`src/rtl/vic_irq_sequencer_if.sv`:
```
// vic_irq_sequencer_if
//   Bundles the CPU handshake, interrupt sources and software config port of
//   vic_irq_sequencer.
//   master : source/CPU/software side (drives i_*, observes o_*)
//   slave  : the sequencer (observes i_*, drives o_*)
//   i_irq_src[16]  vectored sources, rising-edge events
//   i_nv_irq       non-vectored source, level-sensitive
//   i_irq_ack      CPU accepts current request
//   i_irq_eoi      CPU finished handler (1-cycle pulse)
//   i_cfg_we/i_cfg_addr[2]/i_cfg_wdata[16]  config write port
//   o_cfg_rdata[16] registered read data
//   o_irq_req, o_irq_num[4], o_irq_is_nv, o_in_service  CPU-facing status
interface vic_irq_sequencer_if;
    logic [15:0] i_irq_src;
    logic        i_nv_irq;
    logic        i_irq_ack;
    logic        i_irq_eoi;
    logic        i_cfg_we;
    logic [1:0]  i_cfg_addr;
    logic [15:0] i_cfg_wdata;
    logic [15:0] o_cfg_rdata;
    logic        o_irq_req;
    logic [3:0]  o_irq_num;
    logic        o_irq_is_nv;
    logic        o_in_service;

    modport master (
        output i_irq_src, i_nv_irq, i_irq_ack, i_irq_eoi,
               i_cfg_we, i_cfg_addr, i_cfg_wdata,
        input  o_cfg_rdata, o_irq_req, o_irq_num, o_irq_is_nv, o_in_service
    );

    modport slave (
        input  i_irq_src, i_nv_irq, i_irq_ack, i_irq_eoi,
               i_cfg_we, i_cfg_addr, i_cfg_wdata,
        output o_cfg_rdata, o_irq_req, o_irq_num, o_irq_is_nv, o_in_service
    );
endinterface

```
`src/rtl/vic_irq_sequencer.sv`:
```
// vic_irq_sequencer
//   Latches rising edges on 16 vectored sources, masks them with ENABLE and
//   delivers one interrupt at a time to the CPU through a req/ack/EOI
//   handshake. A level-sensitive non-vectored source is served only when no
//   vectored source is eligible.
//   Ports: clk, rst (async, active high), bus (vic_irq_sequencer_if.slave).
//   Config map: 0 ENABLE, 1 PENDING (W1C), 2 SWTRIG (W1S), 3 STATUS
//   (read {state, 9'b0, is_nv, num}; write bit 0 = nv_en).
//   Optional macro VIC_ROUND_ROBIN_EN: rotating vectored priority pointer.
module vic_irq_sequencer #(
    parameter int HOLDOFF   = 2,
    parameter int HOLDOFF_W = 4
) (
    input  logic                 clk,
    input  logic                 rst,
    vic_irq_sequencer_if.slave   bus
);
    localparam logic [1:0] S_IDLE    = 2'd0;
    localparam logic [1:0] S_REQ     = 2'd1;
    localparam logic [1:0] S_SERVICE = 2'd2;
    localparam logic [1:0] S_HOLDOFF = 2'd3;
    localparam logic [HOLDOFF_W-1:0] HO_LAST = HOLDOFF_W'(HOLDOFF > 0 ? HOLDOFF - 1 : 0);

    logic [1:0]           r_state;
    logic [15:0]          r_enable;
    logic [15:0]          r_pending;
    logic [15:0]          r_prev_src;
    logic                 r_nv_en;
    logic [3:0]           r_num;
    logic                 r_is_nv;
    logic [HOLDOFF_W-1:0] r_hcnt;
    logic [15:0]          r_rdata;

    logic [15:0] w_elig;
    logic        w_vec_any;
    logic        w_nv_elig;
    logic [3:0]  w_win;
    logic        w_still;
    logic        w_ack;
    logic [15:0] w_set;
    logic [15:0] w_clr;

    assign w_elig    = r_pending & r_enable;
    assign w_vec_any = |w_elig;
    assign w_nv_elig = bus.i_nv_irq & r_nv_en & ~w_vec_any;
    // The latched winner is not re-arbitrated; it only has to stay eligible itself.
    assign w_still   = r_is_nv ? (bus.i_nv_irq & r_nv_en) : w_elig[r_num];
    assign w_ack     = (r_state == S_REQ) && bus.i_irq_ack;

`ifdef VIC_ROUND_ROBIN_EN
    logic [3:0] r_ptr;
    logic [3:0] w_idx;

    // Descending scan: the last hit is the one closest above the pointer.
    always_comb begin
        w_win = '0;
        w_idx = '0;
        for (int k = 15; k >= 0; k--) begin
            w_idx = r_ptr + 4'(k);
            if (w_elig[w_idx]) w_win = w_idx;
        end
    end

    always_ff @(posedge clk or posedge rst) begin
        if (rst)                    r_ptr <= '0;
        else if (w_ack && !r_is_nv) r_ptr <= r_num + 4'd1;
    end
`else
    always_comb begin
        w_win = '0;
        for (int k = 15; k >= 0; k--)
            if (w_elig[k]) w_win = 4'(k);
    end
`endif

    // Set beats clear when both hit the same bit in one cycle.
    assign w_set = (bus.i_irq_src & ~r_prev_src)
                 | ((bus.i_cfg_we && bus.i_cfg_addr == 2'd2) ? bus.i_cfg_wdata : 16'h0);
    assign w_clr = ((bus.i_cfg_we && bus.i_cfg_addr == 2'd1) ? bus.i_cfg_wdata : 16'h0)
                 | ((w_ack && !r_is_nv) ? (16'h1 << r_num) : 16'h0);

    always_ff @(posedge clk or posedge rst) begin
        if (rst) begin
            r_prev_src <= '0;
            r_pending  <= '0;
            r_enable   <= '0;
            r_nv_en    <= 1'b0;
        end else begin
            r_prev_src <= bus.i_irq_src;
            r_pending  <= (r_pending & ~w_clr) | w_set;
            if (bus.i_cfg_we && bus.i_cfg_addr == 2'd0) r_enable <= bus.i_cfg_wdata;
            if (bus.i_cfg_we && bus.i_cfg_addr == 2'd3) r_nv_en  <= bus.i_cfg_wdata[0];
        end
    end

    always_ff @(posedge clk or posedge rst) begin
        if (rst) begin
            r_state <= S_IDLE;
            r_num   <= '0;
            r_is_nv <= 1'b0;
            r_hcnt  <= '0;
        end else begin
            case (r_state)
                S_IDLE: begin
                    if (w_vec_any) begin
                        r_num   <= w_win;
                        r_is_nv <= 1'b0;
                        r_state <= S_REQ;
                    end else if (w_nv_elig) begin
                        r_num   <= '0;
                        r_is_nv <= 1'b1;
                        r_state <= S_REQ;
                    end
                end
                S_REQ: begin
                    if (bus.i_irq_ack)  r_state <= S_SERVICE;
                    else if (!w_still)  r_state <= S_IDLE;
                end
                S_SERVICE: begin
                    if (bus.i_irq_eoi) begin
                        r_hcnt  <= '0;
                        r_state <= (HOLDOFF == 0) ? S_IDLE : S_HOLDOFF;
                    end
                end
                default: begin
                    if (r_hcnt == HO_LAST) begin
                        r_hcnt  <= '0;
                        r_state <= S_IDLE;
                    end else begin
                        r_hcnt  <= r_hcnt + 1'b1;
                    end
                end
            endcase
        end
    end

    always_ff @(posedge clk or posedge rst) begin
        if (rst) begin
            r_rdata <= '0;
        end else begin
            case (bus.i_cfg_addr)
                2'd0:    r_rdata <= r_enable;
                2'd1:    r_rdata <= r_pending;
                2'd2:    r_rdata <= 16'h0;
                default: r_rdata <= {r_state, 9'b0, r_is_nv, r_num};
            endcase
        end
    end

    assign bus.o_cfg_rdata  = r_rdata;
    assign bus.o_irq_req    = (r_state == S_REQ);
    assign bus.o_in_service = (r_state == S_SERVICE);
    assign bus.o_irq_num    = r_num;
    assign bus.o_irq_is_nv  = r_is_nv;
endmodule

```
`src/flat_wrapper.sv`:
```
// flat-port wrapper written by rule: the top's interface ports become plain ports
module vic_irq_sequencer_flat 
#(
    parameter int HOLDOFF   = 2,
    parameter int HOLDOFF_W = 4
)
  (clk, rst, bus_i_irq_src, bus_i_nv_irq, bus_i_irq_ack, bus_i_irq_eoi, bus_i_cfg_we, bus_i_cfg_addr, bus_i_cfg_wdata, bus_o_cfg_rdata, bus_o_irq_req, bus_o_irq_num, bus_o_irq_is_nv, bus_o_in_service);
  vic_irq_sequencer_if bus_i ();
  input  logic clk;
  input  logic rst;
  input wire logic [$bits(bus_i.i_irq_src)-1:0] bus_i_irq_src;
  input wire logic [$bits(bus_i.i_nv_irq)-1:0] bus_i_nv_irq;
  input wire logic [$bits(bus_i.i_irq_ack)-1:0] bus_i_irq_ack;
  input wire logic [$bits(bus_i.i_irq_eoi)-1:0] bus_i_irq_eoi;
  input wire logic [$bits(bus_i.i_cfg_we)-1:0] bus_i_cfg_we;
  input wire logic [$bits(bus_i.i_cfg_addr)-1:0] bus_i_cfg_addr;
  input wire logic [$bits(bus_i.i_cfg_wdata)-1:0] bus_i_cfg_wdata;
  output wire logic [$bits(bus_i.o_cfg_rdata)-1:0] bus_o_cfg_rdata;
  output wire logic [$bits(bus_i.o_irq_req)-1:0] bus_o_irq_req;
  output wire logic [$bits(bus_i.o_irq_num)-1:0] bus_o_irq_num;
  output wire logic [$bits(bus_i.o_irq_is_nv)-1:0] bus_o_irq_is_nv;
  output wire logic [$bits(bus_i.o_in_service)-1:0] bus_o_in_service;
  assign bus_i.i_irq_src = bus_i_irq_src;
  assign bus_i.i_nv_irq = bus_i_nv_irq;
  assign bus_i.i_irq_ack = bus_i_irq_ack;
  assign bus_i.i_irq_eoi = bus_i_irq_eoi;
  assign bus_i.i_cfg_we = bus_i_cfg_we;
  assign bus_i.i_cfg_addr = bus_i_cfg_addr;
  assign bus_i.i_cfg_wdata = bus_i_cfg_wdata;
  assign bus_o_cfg_rdata = bus_i.o_cfg_rdata;
  assign bus_o_irq_req = bus_i.o_irq_req;
  assign bus_o_irq_num = bus_i.o_irq_num;
  assign bus_o_irq_is_nv = bus_i.o_irq_is_nv;
  assign bus_o_in_service = bus_i.o_in_service;
  vic_irq_sequencer #(.HOLDOFF(HOLDOFF), .HOLDOFF_W(HOLDOFF_W)) u_core (.clk(clk), .rst(rst), .bus(bus_i));
endmodule
```
`config.mk`:
```
export PLATFORM = sky130hd
export DESIGN_NAME = vic_irq_sequencer_flat
export DESIGN_NICKNAME = d
export VERILOG_FILES = /design/src/rtl/vic_irq_sequencer_if.sv /design/src/rtl/vic_irq_sequencer.sv /design/src/flat_wrapper.sv
export SDC_FILE = /design/constraint.sdc
export NUM_CORES = 1
export LEC_CHECK = 0
export BUFFER_PORTS_ARGS = -buffer_cell sky130_fd_sc_hd__buf_2
export CORE_UTILIZATION = 41
export CTS_CLUSTER_DIAMETER = 50
export DETAILED_ROUTE_END_ITERATION = 12
export HOLD_SLACK_MARGIN = 0.02
export PLACE_DENSITY = 0.61
export SLEW_MARGIN = 20
export SYNTH_ARGS = -nofsm -noshare
export SYNTH_HDL_FRONTEND = slang
export SYNTH_SLANG_ARGS = --single-unit
export TNS_END_PERCENT = 50
```
`constraint.sdc`:
```
create_clock -name clk -period 3.05 [get_ports clk]
set_input_delay 0.61 -clock clk [delete_from_list [all_inputs] [get_ports clk]]
set_output_delay 0.61 -clock clk [all_outputs]
set_load 0.05 [all_outputs]
```
After elaboration in Yosys (flattened, before gate mapping)
Cells that the tools add are included.
{ "totals": {"out_inout_bits": 23, "register_bits": 76, "input_bits": 40, "word_cells": 86} }
{ "op_classes": {"n_eq_ne": 9, "n_shift": 1, "order_cmp": 1, "add_sub_neg": 1, "n_bitwise": 12, "muxes": 37, "n_reduce_logical": 16} }
{ "ops": {"columns": ["operator", "count"], "rows": [
  ["4-bit two-way mux", 20],
  ["16-bit bitwise AND", 3],
  ["16-bit two-way mux", 3],
  ["16-bit OR", 3],
  ["16-bit case mux with 3 select lines", 1],
  ["16-bit inverter", 2],
  ["16-bit OR reduction", 1],
  ["1-bit by 4-bit left shift with 16-bit output, first input constant", 1],
  ["2-bit two-way mux", 6],
  ["4-bit case mux with 2 select lines", 1],
  ["2-bit == test, second input constant", 3],
  ["1-bit logical AND", 6],
  ["2-bit case mux with 3 select lines", 1],
  ["4-bit by 5-bit < comparator with 1-bit output, second input constant", 1],
  ["4-bit by 1-bit adder with 4-bit output, second input constant", 1],
  ["1-bit binary-select mux with 4-bit select", 1],
  ["2-bit by 1-bit == test with 1-bit output, second input constant", 2],
  ["4-bit by 1-bit == test with 1-bit output, second input constant", 1],
  ["2-bit logical NOT", 2],
  ["1-bit two-way mux", 4],
  ["2-bit AND reduction", 2],
  ["4-bit AND reduction", 1],
  ["4-bit nonzero test", 1],
  ["3-bit by 1-bit inequality test with 1-bit output, second input constant", 1],
  ["7 further kinds", 9]
]} }

Depth between registers and ports, before layout
{ "depth": {"depth_word": 18, "mapped_depth": 8, "ltp_nobuf": 7} }

Worst setup path after synthesis
Ideal clock, no wire load.
{ "synth_timing": {"kind": "register to output", "startpoint": "register u_core.r_state[1]", "endpoint": "output bus_o_in_service", "slack_ns": 1.027, "stages_incl_launch_ff": 3, "t_required_ns": 2.440, "n_path_buf": 1, "arrival_ns": 1.413, "cell_sequence": "dfrtp_1 -> clkbuf_1 -> nor2b_1"} }
{ "synth_via": {"elab_chain_cells": 1} }
{ "synth_lines": {"columns": ["item", "line", "text"], "rows": [
  ["start: declaration", "vic_irq_sequencer.sv:24", "logic [1:0] r_state;"],
  ["start signal: assignment", "vic_irq_sequencer.sv:122", "r_state <= (HOLDOFF == 0) ? S_IDLE : S_HOLDOFF;"],
  ["2-bit == test", "vic_irq_sequencer.sv:152", "assign bus.o_in_service = (r_state == S_SERVICE);"],
  ["end: declaration", "flat_wrapper.sv:22", "output wire logic [$bits(bus_i.o_in_service)-1:0] bus_o_in_service;"]
]} }
Every way passes these cells.

Worst setup path after layout
{ "layout_timing": {"startpoint": "register u_core.r_num[1], in the netlist u_core.bus.o_irq_num[1]", "endpoint": "output bus_o_irq_num[1]"} }
{ "layout_rtl": {"columns": ["item", "line", "text"], "rows": [
  ["start: declaration", "vic_irq_sequencer.sv:29", "logic [3:0] r_num;"],
  ["start signal: assignment", "vic_irq_sequencer.sv:106", "r_num <= w_win;"],
  ["end: declaration", "flat_wrapper.sv:20", "output wire logic [$bits(bus_i.o_irq_num)-1:0] bus_o_irq_num;"]
]} }
No word-level cell between the ends.

==> results.txt <==
register area share after synthesis - 52.9%
Worst setup endpoint - bus_o_irq_num[1]
Placer Congestion - 0.835
Initial DRT Pass Iterations - 4
status - finished, final reports clean
clk sinks - 76
combinational family with the most area after synthesis - compound AO/OA/AOI/OAI gates
Reg2Reg Setup Slack - 1.00 ns
largest net degree at the start of global routing - 43
worst-case clock buffer depth - 2
Root Driver - clkbuf_8
IO Port Bufs - 62
Mean Syn Cell Area - 10.4 um^2
Site Rows - 33
# diodes - 0
Setup Skew - 0.0103 ns
PwrDens - 760 mW/mm^2
max cap viols - 0
starting DRC count in detailed routing - 221
die area - 0.00915 mm^2
vias in the first global route - 2,772
share of layout cells above drive strength 1 - 25.9%
starting density of the core - 43.1%
final instance area - 0.00419 mm^2
R2R Path End - u_core.r_state[0]
Max Transition Viols Final - 0
Syn Inst Count - 344
Async SR Flop Fraction - 100%
antenna violations before repair - 0
Ports - 63
FMAX - 0.485 GHz
setup_tns - 0 ns
footprint of the multi-input gates - 0.00156 mm^2
share of the cycle needed by the critical path after routing - 67.6%
mux contribution to synthesized area - 11.7%
# hold bufs at CTS - 0
Via Count - 2,790
Post-DP HPWL - 6.11 mm
Post-synth EDFFs - 0
CTS buffer count - 9
Routed Antenna Nets - 0
Die Width - 95.6 um
Slew Limit Headroom - 48.2%
synth unique cells - 44
core area - 0.00834 mm^2
worst skew pair latency - 0.36 ns
CP startpoint kind - flop
Adder-Cell Fraction of Synth Area - 0.696%
crit-path cells - buf_2
Hold Path Class - input pin to flop
CP max FO - 16
nets - 448
min Tclk post-route - 2.06 ns
Worst Path Arrival - 1.45 ns
per-cell routed wire length - 16.8 um
TritonCTS clock tree - yes
drc violations - 0
DRT Wirelength - 8.64 mm
# fillers - 799
RSZ-0062 raised after global routing - no
die height - 95.6 um
# Post-CTS Setup Buffers - 0
Leakage - 1.95 nW
Hold Fails Final Rpt - 0
worst reg-to-reg path cell count - 5
Simple-Gate Fraction of Synth Area - 15.1%
CP Launch Point - u_core.bus.o_irq_num[1]
flops & latches, synth - 76
endpoint type of the worst setup path - primary output
Max VDD drop - 0.241 mV
ys flop type - dfrtp_1
global-route wire length before repair - 14.2 mm
Compound-Gate Fraction of Synth Area - 15.8%
clk slew on worst S/H paths - 0.08 ns
Reg area - 0.00190 mm^2
final setup fails - 0
worst r2r src - u_core.bus.o_irq_num[0]
post_cts resized - 0
Mapped Nets - 386
Crit path max-delay family - flip-flops
Worst path depth - 1
Setup CP Type - flop to primary output
Overall Global Routing Usage - 21.2%
Placed Area - 0.00401 mm^2
H-tree levels - 3
synth warn - 0
Critical Path RT - 2.44 ns
grt total ovfl - 0
delay of the slowest critical-path stage - 0.72 ns
Power, Total - 3.19 mW
CP Buf/Inv Count - 1
Post-Synth XOR/XNOR Area - 0%
worst-margin pin slew - 0.775 ns
vias per cell - 5.42
Area Growth Syn to Fin - 16.6%
Synth Cell Area - 0.00359 mm^2
Slowest-stage cell, CP - dfrtp_1
cells by family after synthesis:
| group | count (synthesis) |
|---|---|
| buf+inv | 33 |
| compound gates | 78 |
| flops | 76 |
| simple gates | 119 |
| fa+ha+maj | 2 |
| mux | 36 |
Yosys cell counts, types with 2 or more instances:
cell	instances	area (um^2)
o211ai_1	4	30.0
nor3b_2	2	25.0
clkbuf_1	8	30.0
mux2i_1	16	160
mux2_2	17	191
nand2b_1	2	12.5
a21oi_1	22	110
nor2b_1	6	37.5
buf_2	3	15.0
o311a_1	2	20.0
a31oi_1	5	31.3
mux4_2	3	67.6
a32o_1	3	30.0
nand4_1	4	25.0
and3_1	2	12.5
o311ai_0	3	26.3
inv_1	19	71.3
buf_4	2	15.0
o21ai_0	15	75.1
nor2_1	18	67.6
ha_1	2	25.0
dfrtp_1	76	1900
nand3_1	9	45.0
nand2_1	66	248
and2_1	4	25.0
a22o_1	2	17.5
a221o_1	12	120
state kept, by name, summed over array words and instances, names as in the netlist:
name / cells
u_core.r_prev_src: 16
u_core.bus.o_irq_num: 4
u_core.r_hcnt: 4
u_core.r_nv_en: 1
u_core.r_state: 2
u_core.r_pending: 16
u_core.bus.o_cfg_rdata: 16
u_core.bus.o_irq_is_nv: 1
u_core.r_enable: 16
report_power, final:
group / total, mW / switching (mW) / internal, mW / leakage, nW
sequential: 1.41 / 0.231 / 1.18 / 0.880
clock: 0.753 / 0.357 / 0.396 / 0.0935
combinational: 1.03 / 0.653 / 0.372 / 0.977
cells in the final DEF (no fill, tap or decap), drive strengths merged, types with 5 or more instances in the layout:
| master | instances |
|---|---|
| a21oi | 22 |
| nor2 | 19 |
| nor2b | 6 |
| o21ai | 16 |
| buf | 65 |
| mux2i | 16 |
| nand3 | 9 |
| a31oi | 5 |
| dfrtp | 76 |
| a221o | 12 |
| clkbuf | 13 |
| inv | 19 |
| mux2 | 17 |
| o211ai | 5 |
| nand2 | 67 |
worst min path at each step:
stage,cells past startpoint,endpoint,start
2_1_floorplan,1,u_core.r_nv_en,u_core.r_nv_en
3_3_place_gp,1,u_core.r_nv_en,u_core.r_nv_en
3_5_place_dp,1,u_core.r_nv_en,u_core.r_nv_en
4_1_cts,1,u_core.r_prev_src[9],bus_i_irq_src[9]
5_1_grt,1,u_core.r_prev_src[9],bus_i_irq_src[9]
6_report,1,u_core.r_prev_src[9],bus_i_irq_src[9]
stage by stage:
stage | cells | utilization (%) | hold WS, ns | worst slack (ns)
final | 515 | 50.2 | 0.362 | 0.987
after floorplan | 344 | - | 0.470 | 0.502
after global placement | 500 | 48.0 | 0.481 | 0.884
after global routing | 515 | 50.2 | 0.348 | 0.866
after detailed placement | 500 | 48.0 | 0.486 | 0.853
after CTS | 515 | 50.2 | 0.353 | 0.960
routing by layer:
metal	up-vias	part of all wire (%)	track usage, %
met5	-	0	0
met4	0	1.8	7.46
met3	11	5.4	4.78
met2	75	47	33.8
met1	1359	46	28.4
li1	1345	-	-
area by class of cell:
class                           count  area share (%)
Clock buffer                       13            3.55
Clock inverter                      2           0.836
Inverter                           19            1.70
Multi-Input combinational cell    235            37.1
Sequential cell                    76            45.4
Tap cell                          105            3.14
Timing Repair Buffer               65            8.24
No activity file was read; power rests on OpenSTA's default activity.
